File: src/rtl/i2s_sample_fifo.sv
// Stereo PCM sample FIFO feeding the I2S DAC serializer: buffers {left,right}
// pairs and advances the held output pair once per frame on the lrck rising edge.
module i2s_sample_fifo #(
    parameter int unsigned  DEPTH_LOG2       = 4,
    parameter bit           MUTE_ON_UNDERRUN = 1'b0,
    parameter logic [15:0]  RESET_LEVEL      = 16'h8000
) (
    input  logic                  clk,
    input  logic                  reset,
    input  logic [15:0]           in_left,
    input  logic [15:0]           in_right,
    input  logic                  in_valid,
    output logic                  in_ready,
    input  logic                  lrck,
    output logic [15:0]           left,
    output logic [15:0]           right,
    output logic [DEPTH_LOG2:0]   level,
    output logic                  underrun,
    input  logic                  underrun_clr
);

    localparam int unsigned DEPTH = 1 << DEPTH_LOG2;
    localparam logic [DEPTH_LOG2:0] FULL_LEVEL = (DEPTH_LOG2 + 1)'(DEPTH);

    // Handshake: a pair transfers on any posedge where in_valid & in_ready;
    // in_ready is a registered ~full and never depends on in_valid or lrck.
    logic [31:0]           mem [DEPTH];
    logic [DEPTH_LOG2-1:0] wr_ptr;
    logic [DEPTH_LOG2-1:0] rd_ptr;
    logic                  full;
    logic                  lrck_q;
    logic                  push;
    logic                  pop_stb;
    logic                  pop;
    logic                  empty_pop;
    logic [DEPTH_LOG2:0]   level_next;

    assign in_ready  = ~full;
    assign push      = in_valid & ~full;
    assign pop_stb   = lrck & ~lrck_q;
    assign pop       = pop_stb & (level != '0);
    assign empty_pop = pop_stb & (level == '0);

    always_comb begin
        level_next = level;
        if (push && !pop) begin
            level_next = level + 1'b1;
        end else if (!push && pop) begin
            level_next = level - 1'b1;
        end
    end

    // Storage is deliberately left unreset; level/pointers define validity.
    always_ff @(posedge clk) begin
        if (push) begin
            mem[wr_ptr] <= {in_left, in_right};
        end
    end

    always_ff @(posedge clk or posedge reset) begin
        if (reset) begin
            wr_ptr   <= '0;
            rd_ptr   <= '0;
            level    <= '0;
            full     <= 1'b0;
            underrun <= 1'b0;
            lrck_q   <= 1'b0;
            left     <= RESET_LEVEL;
            right    <= RESET_LEVEL;
        end else begin
            lrck_q <= lrck;
            level  <= level_next;
            full   <= (level_next == FULL_LEVEL);
            if (push) begin
                wr_ptr <= wr_ptr + 1'b1;
            end
            if (pop) begin
                {left, right} <= mem[rd_ptr];
                rd_ptr        <= rd_ptr + 1'b1;
            end else if (empty_pop && MUTE_ON_UNDERRUN) begin
                left  <= 16'h0000;
                right <= 16'h0000;
            end
            // A new underrun wins over a clear requested in the same cycle.
            if (empty_pop) begin
                underrun <= 1'b1;
            end else if (underrun_clr) begin
                underrun <= 1'b0;
            end
        end
    end

endmodule

File: config.mk
export PLATFORM = sky130hd
export DESIGN_NAME = i2s_sample_fifo
export DESIGN_NICKNAME = d
export VERILOG_FILES = /design/src/rtl/i2s_sample_fifo.sv
export SDC_FILE = /design/constraint.sdc
export NUM_CORES = 1
export LEC_CHECK = 0
export ABC_AREA = 0
export CAP_MARGIN = 20
export CORE_MARGIN = 2
export CORE_UTILIZATION = 35
export CTS_CLUSTER_SIZE = 24
export DETAILED_ROUTE_END_ITERATION = 12
export GPL_ROUTABILITY_DRIVEN = 0
export GPL_TIMING_DRIVEN = 0
export PLACE_DENSITY_LB_ADDON = 0.15
export SKIP_LAST_GASP = 1
export SLEW_MARGIN = 20
export SYNTH_ARGS = -nofsm -noshare
export SYNTH_HDL_FRONTEND = slang
export SYNTH_SLANG_ARGS = --single-unit
export TNS_END_PERCENT = 5
File: constraint.sdc
create_clock -name clk -period 3.8 [get_ports clk]
set_input_delay 0.38 -clock clk [delete_from_list [all_inputs] [get_ports clk]]
set_output_delay 0.38 -clock clk [all_outputs]
set_load 0.05 [all_outputs]
* Word-level counts from Yosys, hierarchy flattened
Memories as Yosys holds them, arrays and structs flattened. A register that Yosys moved wholly into a read port is not among the register bits.
Index checks and enable logic that the tools add are counted.
** Operators by class
- Add/subtract/negate cells :: 4
- Eq/ne operators :: 1
- Muxes and demuxes :: 6
- Bitwise gates (word level) :: 6
- Reduce and logical (&&, ||, !) cells :: 7
** Operators with widths (number)
- two-way mux 5 bit :: 2
- adder 4 x 1 -> 4 bit (second input constant) :: 2
- adder 5 x 1 -> 5 bit (second input constant) :: 1
- == test 5 bit (second input constant) :: 1
- logical NOT 5 bit :: 1
- nonzero test 5 bit :: 1
- subtractor 5 x 1 -> 5 bit (second input constant) :: 1
- AND 1 bit :: 4
- two-way mux 1 bit :: 4
- logical AND 1 bit :: 2
- logical NOT 1 bit :: 2
- NOT 1 bit :: 2
- nonzero test 2 bit :: 1
** Storage, ports and cells
- Register bits after elaboration :: 16
- Memory bits (writable) :: 512
- Bits of input ports :: 37
- Output and inout bits :: 39
- Logic and storage cells :: 31
- Memories :: 1
** Memories
- mem :: words 16, width 32, rd ports 1, clocked after Yosys merged registers in 1, wr ports 1, RTL line 27 : logic [31:0] mem [DEPTH];

* Longest topological paths before layout
Gate-level depths: netlist of the first run.
- Word-level depth :: 7
- Mapped depth :: 8
- Depth with buffers taken out :: 7

* Worst setup path after synthesis of the first run
OpenSTA, ideal clock, no wires.
- Path kind :: input to register
- Start point :: input in_valid
- End point :: memory mem[4][0], enable pin
- Library setup time :: 0.392 ns
- Arrival time :: 1.958 ns
- Data required time :: 3.408 ns
- Slack :: 1.450 ns
- Stages on the path :: 6
- Path buffers :: 2
- Cells stage by stage :: nor2b_1 -> buf_2 -> buf_1 -> nand2_1 -> nor2_1 -> and2_1
** On the way
- Cells in the longest elaborated chain, start to end :: 3
** Ends and longest elaborated chain
- from (decl) :: RTL line 12 : input logic in_valid,
- AND 1 bit :: RTL line 39 : assign push = in_valid & ~full;
- two-way mux 1 bit :: RTL line 55 : if (push) begin
- two-way mux 1 bit (implied by the code) :: RTL line 56 : mem[wr_ptr] <= {in_left, in_right};
- to (decl) :: RTL line 27
No other way between the ends.

* Final worst setup path of the first run
- Start point :: register level[0]
- End point :: register left[4] (read register of mem)
** On the way
- Cells in the longest elaborated chain, start to end :: 2
** Ends and longest elaborated chain
- from (decl) :: RTL line 17 : output logic [DEPTH_LOG2:0] level,
- from (signal assigned) :: RTL line 72 : level <= level_next;
- nonzero test 5 bit :: RTL line 41 : assign pop = pop_stb & (level != '0);
- AND 1 bit :: RTL line 41
- to (decl) :: RTL line 15 : output logic [15:0] left,
No other way between the ends.
A chain may end at the register's enable or synchronous reset.

==> results of run 1 <==
[metal layers]
metal	wire length, um	global-route usage
met5	10	0
met4	881	0.0418
met3	2130	0.0241
met2	23400	0.256
met1	22900	0.227
[power by group]
group          internal [W]  switching (W)
clock network       0.00297        0.00234
logic               0.00239        0.00326
registers           0.00754       0.000266
total                0.0129        0.00586
[sequential cells by signal, indices dropped and copies added, names as in the netlist]
register,count
full,1
lrck_q,1
rd_ptr,4
underrun,1
wr_ptr,4
level,5
mem,512
left,16
right,16
[layout by cell type (no fill, tap or decap), types with 3 or more instances in the layout]
| master | n |
|---|---|
| edfxtp_1 | 512 |
| mux4_2 | 128 |
| clkdlybuf4s50_1 | 75 |
| mux2i_1 | 66 |
| clkbuf_16 | 59 |
| dfrtp_1 | 46 |
| o22ai_1 | 33 |
| a21o_1 | 32 |
| clkbuf_1 | 20 |
| clkinv_1 | 19 |
| buf_2 | 17 |
| buf_1 | 15 |
| and2_4 | 12 |
| clkinv_2 | 12 |
| nand2_1 | 10 |
| buf_4 | 8 |
| xnor2_1 | 8 |
| ha_1 | 7 |
| inv_1 | 6 |
| buf_12 | 5 |
| nand2b_1 | 4 |
| nand4_1 | 4 |
| and2_2 | 4 |
| inv_6 | 3 |
[layout make-up]
type,count,share of cell area
Sequential cell,560,0.664
Multi-Input combinational cell,330,0.182
Clock buffer,73,0.0612
Tap cell,782,0.0392
Timing Repair Buffer,80,0.0341
Buffer,48,0.00962
Clock inverter,37,0.00902
Inverter,7,0.00115
[cells by family (layout without fill, tap and decap cells)]
kind of cell	Yosys count	after routing	share of synthesized area
DFF	560	560	0.777
muxes	194	194	0.166
AOI/OAI and AO/OA	73	73	0.0237
buffers and inverters	55	245	0.0124
and+or+nand+nor	45	45	0.0125
xor gates and xnor gates	10	10	0.00410
adders and majority gates	8	8	0.00457
[path summary, 6_finish.rpt]
| kind | from | end | depth (start not counted) |
|---|---|---|---|
| worst min-delay path | reset | rd_ptr[3] | 2 |
| min in group clk | lrck | lrck_q | 1 |
| worst max-delay path | level[0] | left[4] | 8 |
| max in group asynchronous | reset | left[9] | 3 |
| worst min register to register | right[8] | right[8] | 1 |
| worst max register to register | level[0] | left[4] | 8 |
[stage by stage]
stage	power [W]	hold WS, ns	setup WS (ns)	area [sq um]
floorplan	0.0118	0.411	1.45	21300
global placement	0.0136	0.460	-0.249	23100
detailed placement	0.0137	0.465	0.804	23200
CTS	0.0191	0.0969	1.01	25000
global route	0.0196	0.134	0.928	25000
finish	0.0188	0.110	1.06	25000
[worst register-to-register path, cell delays in order (launching register included)]
cell	delay [ns]
dfrtp_1	0.45
inv_1	0.09
ha_1	0.17
or3b_4	0.42
o21a_1	0.35
nand2b_1	0.34
buf_2	0.40
o22ai_1	0.23
a21o_1	0.20
==> run metrics, run 1 <==
Post-synth top cells edfxtp_1 (512), mux4_2 (128), mux2i_1 (66); Finished Layout Cells 1917; Setup Skew 0.0186 ns; Total Wirelength approximately 49 mm; Ys Warns 0; dominant cell by count in the synthesized netlist edfxtp_1; PortBufs 75; Sequential cell area approximately 17000 sq um; grt ovf 0; setup violators final 0; Post-synth EDFFs 512; CP Data Required Time 4.30 ns; setup bufs post-CTS 0; routed len/inst 25.7 um; DIE HEIGHT around 250 um; Starting Density 0.354; Max Root-Sink Buffers 3; share of cells above drive strength 1 0.228; Clk Latency, worst-skew pair 0.62 ns; status finished clean; RSZ-0062 raised after global routing no; synthesized area per cell 22.6 sq um; vias in the first global route 10365; Synth area leader edfxtp_1; Syn Nets 989; endpoints failing hold 0; Num CTS Buffers a little under 60; via count 9723; crit end category flop; Max Slew Vio Count 0; startpoint types flop; Detail Route Antenna Nets 0; Synth Cell Area 21300 sq um; Power Dens Cells 751 nW/um^2; drt drc 0; CP top delay family simple AND/OR/NAND/NOR gates; Fin Setup TNS 0 ns; standard-cell rows 90; core area 60400 sq um; Nets 1130; Max-cap violations 0; initial antenna violation count 1; Leak Pwr between 8 and 9 nW; Worst Tran Pin Value 1.07 ns; critical path cell sequence inv_1 > ha_1 > or3b_4 > o21a_1 > nand2b_1 > buf_2 > o22ai_1 > a21o_1; Placed Instances between 1500 and 2000; period utilization 0.720; CTS tree done; H-tree Lvls 2; fin util 0.414; sequential fraction of the synthesis area 0.777; synthesis-stage register bit count 560; Synth Instances ~950; ant diodes 0; Slew HR 0.286; Initial DRC Count around 760; CP max-delay cell dfrtp_1; Chip Width ~250 um; largest stage delay on the critical path 0.45 ns; CTS sink cnt 560; Detailed Place HPWL 28.0 mm; largest net degree at the start of global routing 33; peak supply drop 0.356 mV; flop2flop setup slack 1.06 ns; Crit Path Max Fanout 10; die footprint 63000 sq um; Layout area overhead 17.0%; Clock Pin Slew Worst Setup and Hold Paths 0.06 ns; area used by multi-input combinational logic about 4500 sq um; asr flop ratio synth 0.0857; Buf/Inv on CP 2; Worst EP arrival approximately 3.2 ns; Fill cells 5336; Min-Delay Path Class in -> async; post-cts hold buffer count 0; largest cells by area after synthesis edfxtp_1 (72%), mux4_2 (14%), dfrtp_1 (5.4%), mux2i_1 (3.1%), a21o_1 (1.1%); Total GRT Usage 0.159; Top FF cell, synth edfxtp_1; Tmin final ~2.7 ns; Peak Freq 365 MHz; global-route wire length before repair 72.3 mm; routed vias/inst 5.07; Synth top area share 0.720; CTS-repair resized insts 0; worst setup path class reg -> reg; Root Driver clkbuf_16; Pre-Repair DR Iteration Count 4; io pins 76; Synth cell types 36
Note: power is estimated with default switching activity, not from simulation.
==> run 2, diff against run 1 <==
==> constraint.sdc (replaced) <==
create_clock -name clk -period 2.55 [get_ports clk]
set_input_delay 0.255 -clock clk [delete_from_list [all_inputs] [get_ports clk]]
set_output_delay 0.255 -clock clk [all_outputs]
set_load 0.05 [all_outputs]
==> run 2 against run 1 <==
Register-to-register slack lost 0.99 ns; worst hold slack improved by 0.062 ns; sequential cell count unchanged; largest cell class unchanged.
==> run metrics, run 2 (synthesis gave the netlist of run 1 again) <==
CTS sink cnt 560 (unchanged); peak supply drop 0.531 mV (was 0.356 mV); Total GRT Usage 0.159 (about the same); Slew HR 0.264 (was 0.286); Fin Setup TNS 0 ns (unchanged); core area 60400 sq um (unchanged); Max Slew Vio Count 0 (unchanged); Num CTS Buffers 59 (unchanged); io pins 76 (unchanged); via count 9742 (was 9723); endpoints failing hold 0 (unchanged); Pre-Repair DR Iteration Count 5 (was 4); setup violators final 0 (unchanged); Leak Pwr 8.26 nW (was 8.20 nW); commonest non-fill, non-tap cell in the layout edfxtp_1 (unchanged); Detailed Place HPWL 28.0 mm (unchanged); Worst EP arrival 2.98 ns (was 3.24 ns); worst setup path class reg -> reg (unchanged); Layout area overhead 17.2% (was 17.0%); Total Wirelength 49.4 mm (about the same); drt drc 0 (unchanged); routed vias/inst 5.08 (was 5.07); Detail Route Antenna Nets 0 (unchanged); Clock Pin Slew Worst Setup and Hold Paths 0.06 ns (about the same); Power Dens Cells 1120 nW/um^2 (was 751 nW/um^2); grt ovf 0 (unchanged); Starting Density 0.354 (unchanged); Max Root-Sink Buffers 3 (unchanged); CP Data Required Time 3.05 ns (was 4.30 ns); fin util 0.415 (was 0.414); Peak Freq 404 MHz (was 365 MHz); DIE HEIGHT 251 um (unchanged); Nets 1131 (was 1130); Worst Tran Pin Value 1.10 ns (was 1.07 ns); H-tree Lvls 2 (unchanged); Max-cap violations 0 (unchanged); Crit Path Max Fanout 10 (unchanged); largest net degree at the start of global routing 33 (unchanged); Initial DRC Count 748 (was 763); DP Area 23200 sq um (unchanged); crit end category flop (unchanged); Reg with most FFs mem (unchanged); commonest non-fill, non-tap cells in the layout edfxtp_1 (512), mux4_2 (128), clkdlybuf4s50_1 (75), mux2i_1 (66), clkbuf_16 (59) (unchanged); initial antenna violation count 1 (unchanged); Root Driver clkbuf_16 (unchanged); cell area after layout 25000 sq um (about the same); share of cells above drive strength 1 0.239 (was 0.228); CTS tree done (unchanged); RSZ-0062 raised after global routing yes (was no); ant diodes 0 (unchanged); Chip Width 251 um (unchanged); Clk Latency, worst-skew pair 0.61 ns (was 0.62 ns); vias in the first global route 10366 (was 10365); Tmin final 2.47 ns (was 2.74 ns); routed len/inst 25.8 um (was 25.7 um); biggest regs mem (512), left (16), right (16) (unchanged); global-route wire length before repair 72.3 mm (about the same); die footprint 63000 sq um (unchanged); startpoint types flop (unchanged); standard-cell rows 90 (unchanged); Min-Delay Path Class in -> reg (was in -> async); Setup Skew 0.0169 ns (was 0.0186 ns); period utilization 0.970 (was 0.720); status finished clean (unchanged); PortBufs 75 (unchanged); max reg flops 512 (unchanged)
## run 2: where the power goes
group          leakage, nW  total (W)  internal, W  switching, W
combinational         2.18    0.00845      0.00358       0.00486
clock                0.862    0.00793      0.00443       0.00350
sequential            5.21     0.0116       0.0112      0.000401
total                 8.26     0.0280       0.0193       0.00876
## run 2: through the flow
| step | setup slack (ns) | std cells | power (W) | hold slack [ns] |
|---|---|---|---|---|
| after floorplan | 0.221 | 945 | 0.0176 | 0.286 |
| after global placement | -1.37 | 1802 | 0.0203 | 0.460 |
| after detailed placement | -0.321 | 1807 | 0.0204 | 0.465 |
| after CTS | -0.0800 | 1918 | 0.0284 | 0.143 |
| after global routing | -0.113 | 1918 | 0.0293 | 0.165 |
| final | 0.0769 | 1918 | 0.0280 | 0.172 |
## run 2: worst paths after layout
path | startpoint | to | slack, ns | cells past startpoint
worst max-delay path | rd_ptr[1] | right[13] | 0.08 | 6
worst min-delay path | lrck | lrck_q | 0.17 | 1
worst max register to register | rd_ptr[1] | right[13] | 0.08 | 6
worst min register to register | right[8] | right[8] | 0.47 | 1
max in group asynchronous | reset | left[9] | 1.49 | 4
min in group asynchronous | reset | right[6] | 0.54 | 3
## run 2: area by class of cell
type	instances	area, sq um
repair buffers	81	861
multi-input cells	330	4550
clock inverters	37	225
well taps	782	978
clock buffers	73	1530
plain buffers	48	270
flip-flops and latches	560	16600
fillers	5323	35300
inverters	7	28.8
## run 2: timing repair
item	4_1_cts	5_1_grt
setup buffers	0	0
hold buffers	1	0
resized for setup	6	23
hold endpoints to repair	17	0
setup endpoints to repair	30	223
## run 2: per-layer routing
layer  GRT usage  wire, um
met5           0        10
met4      0.0418       891
met3      0.0246      1780
met2       0.256     23400
met1       0.227     23300
## run 2: worst max-delay path, cell delays in order (launching register included)
cell     delay (ns)
dfrtp_1        0.42
buf_2          0.33
buf_1          0.63
mux4_2         0.42
mux2i_1        0.23
o22ai_1        0.16
a21o_1         0.17
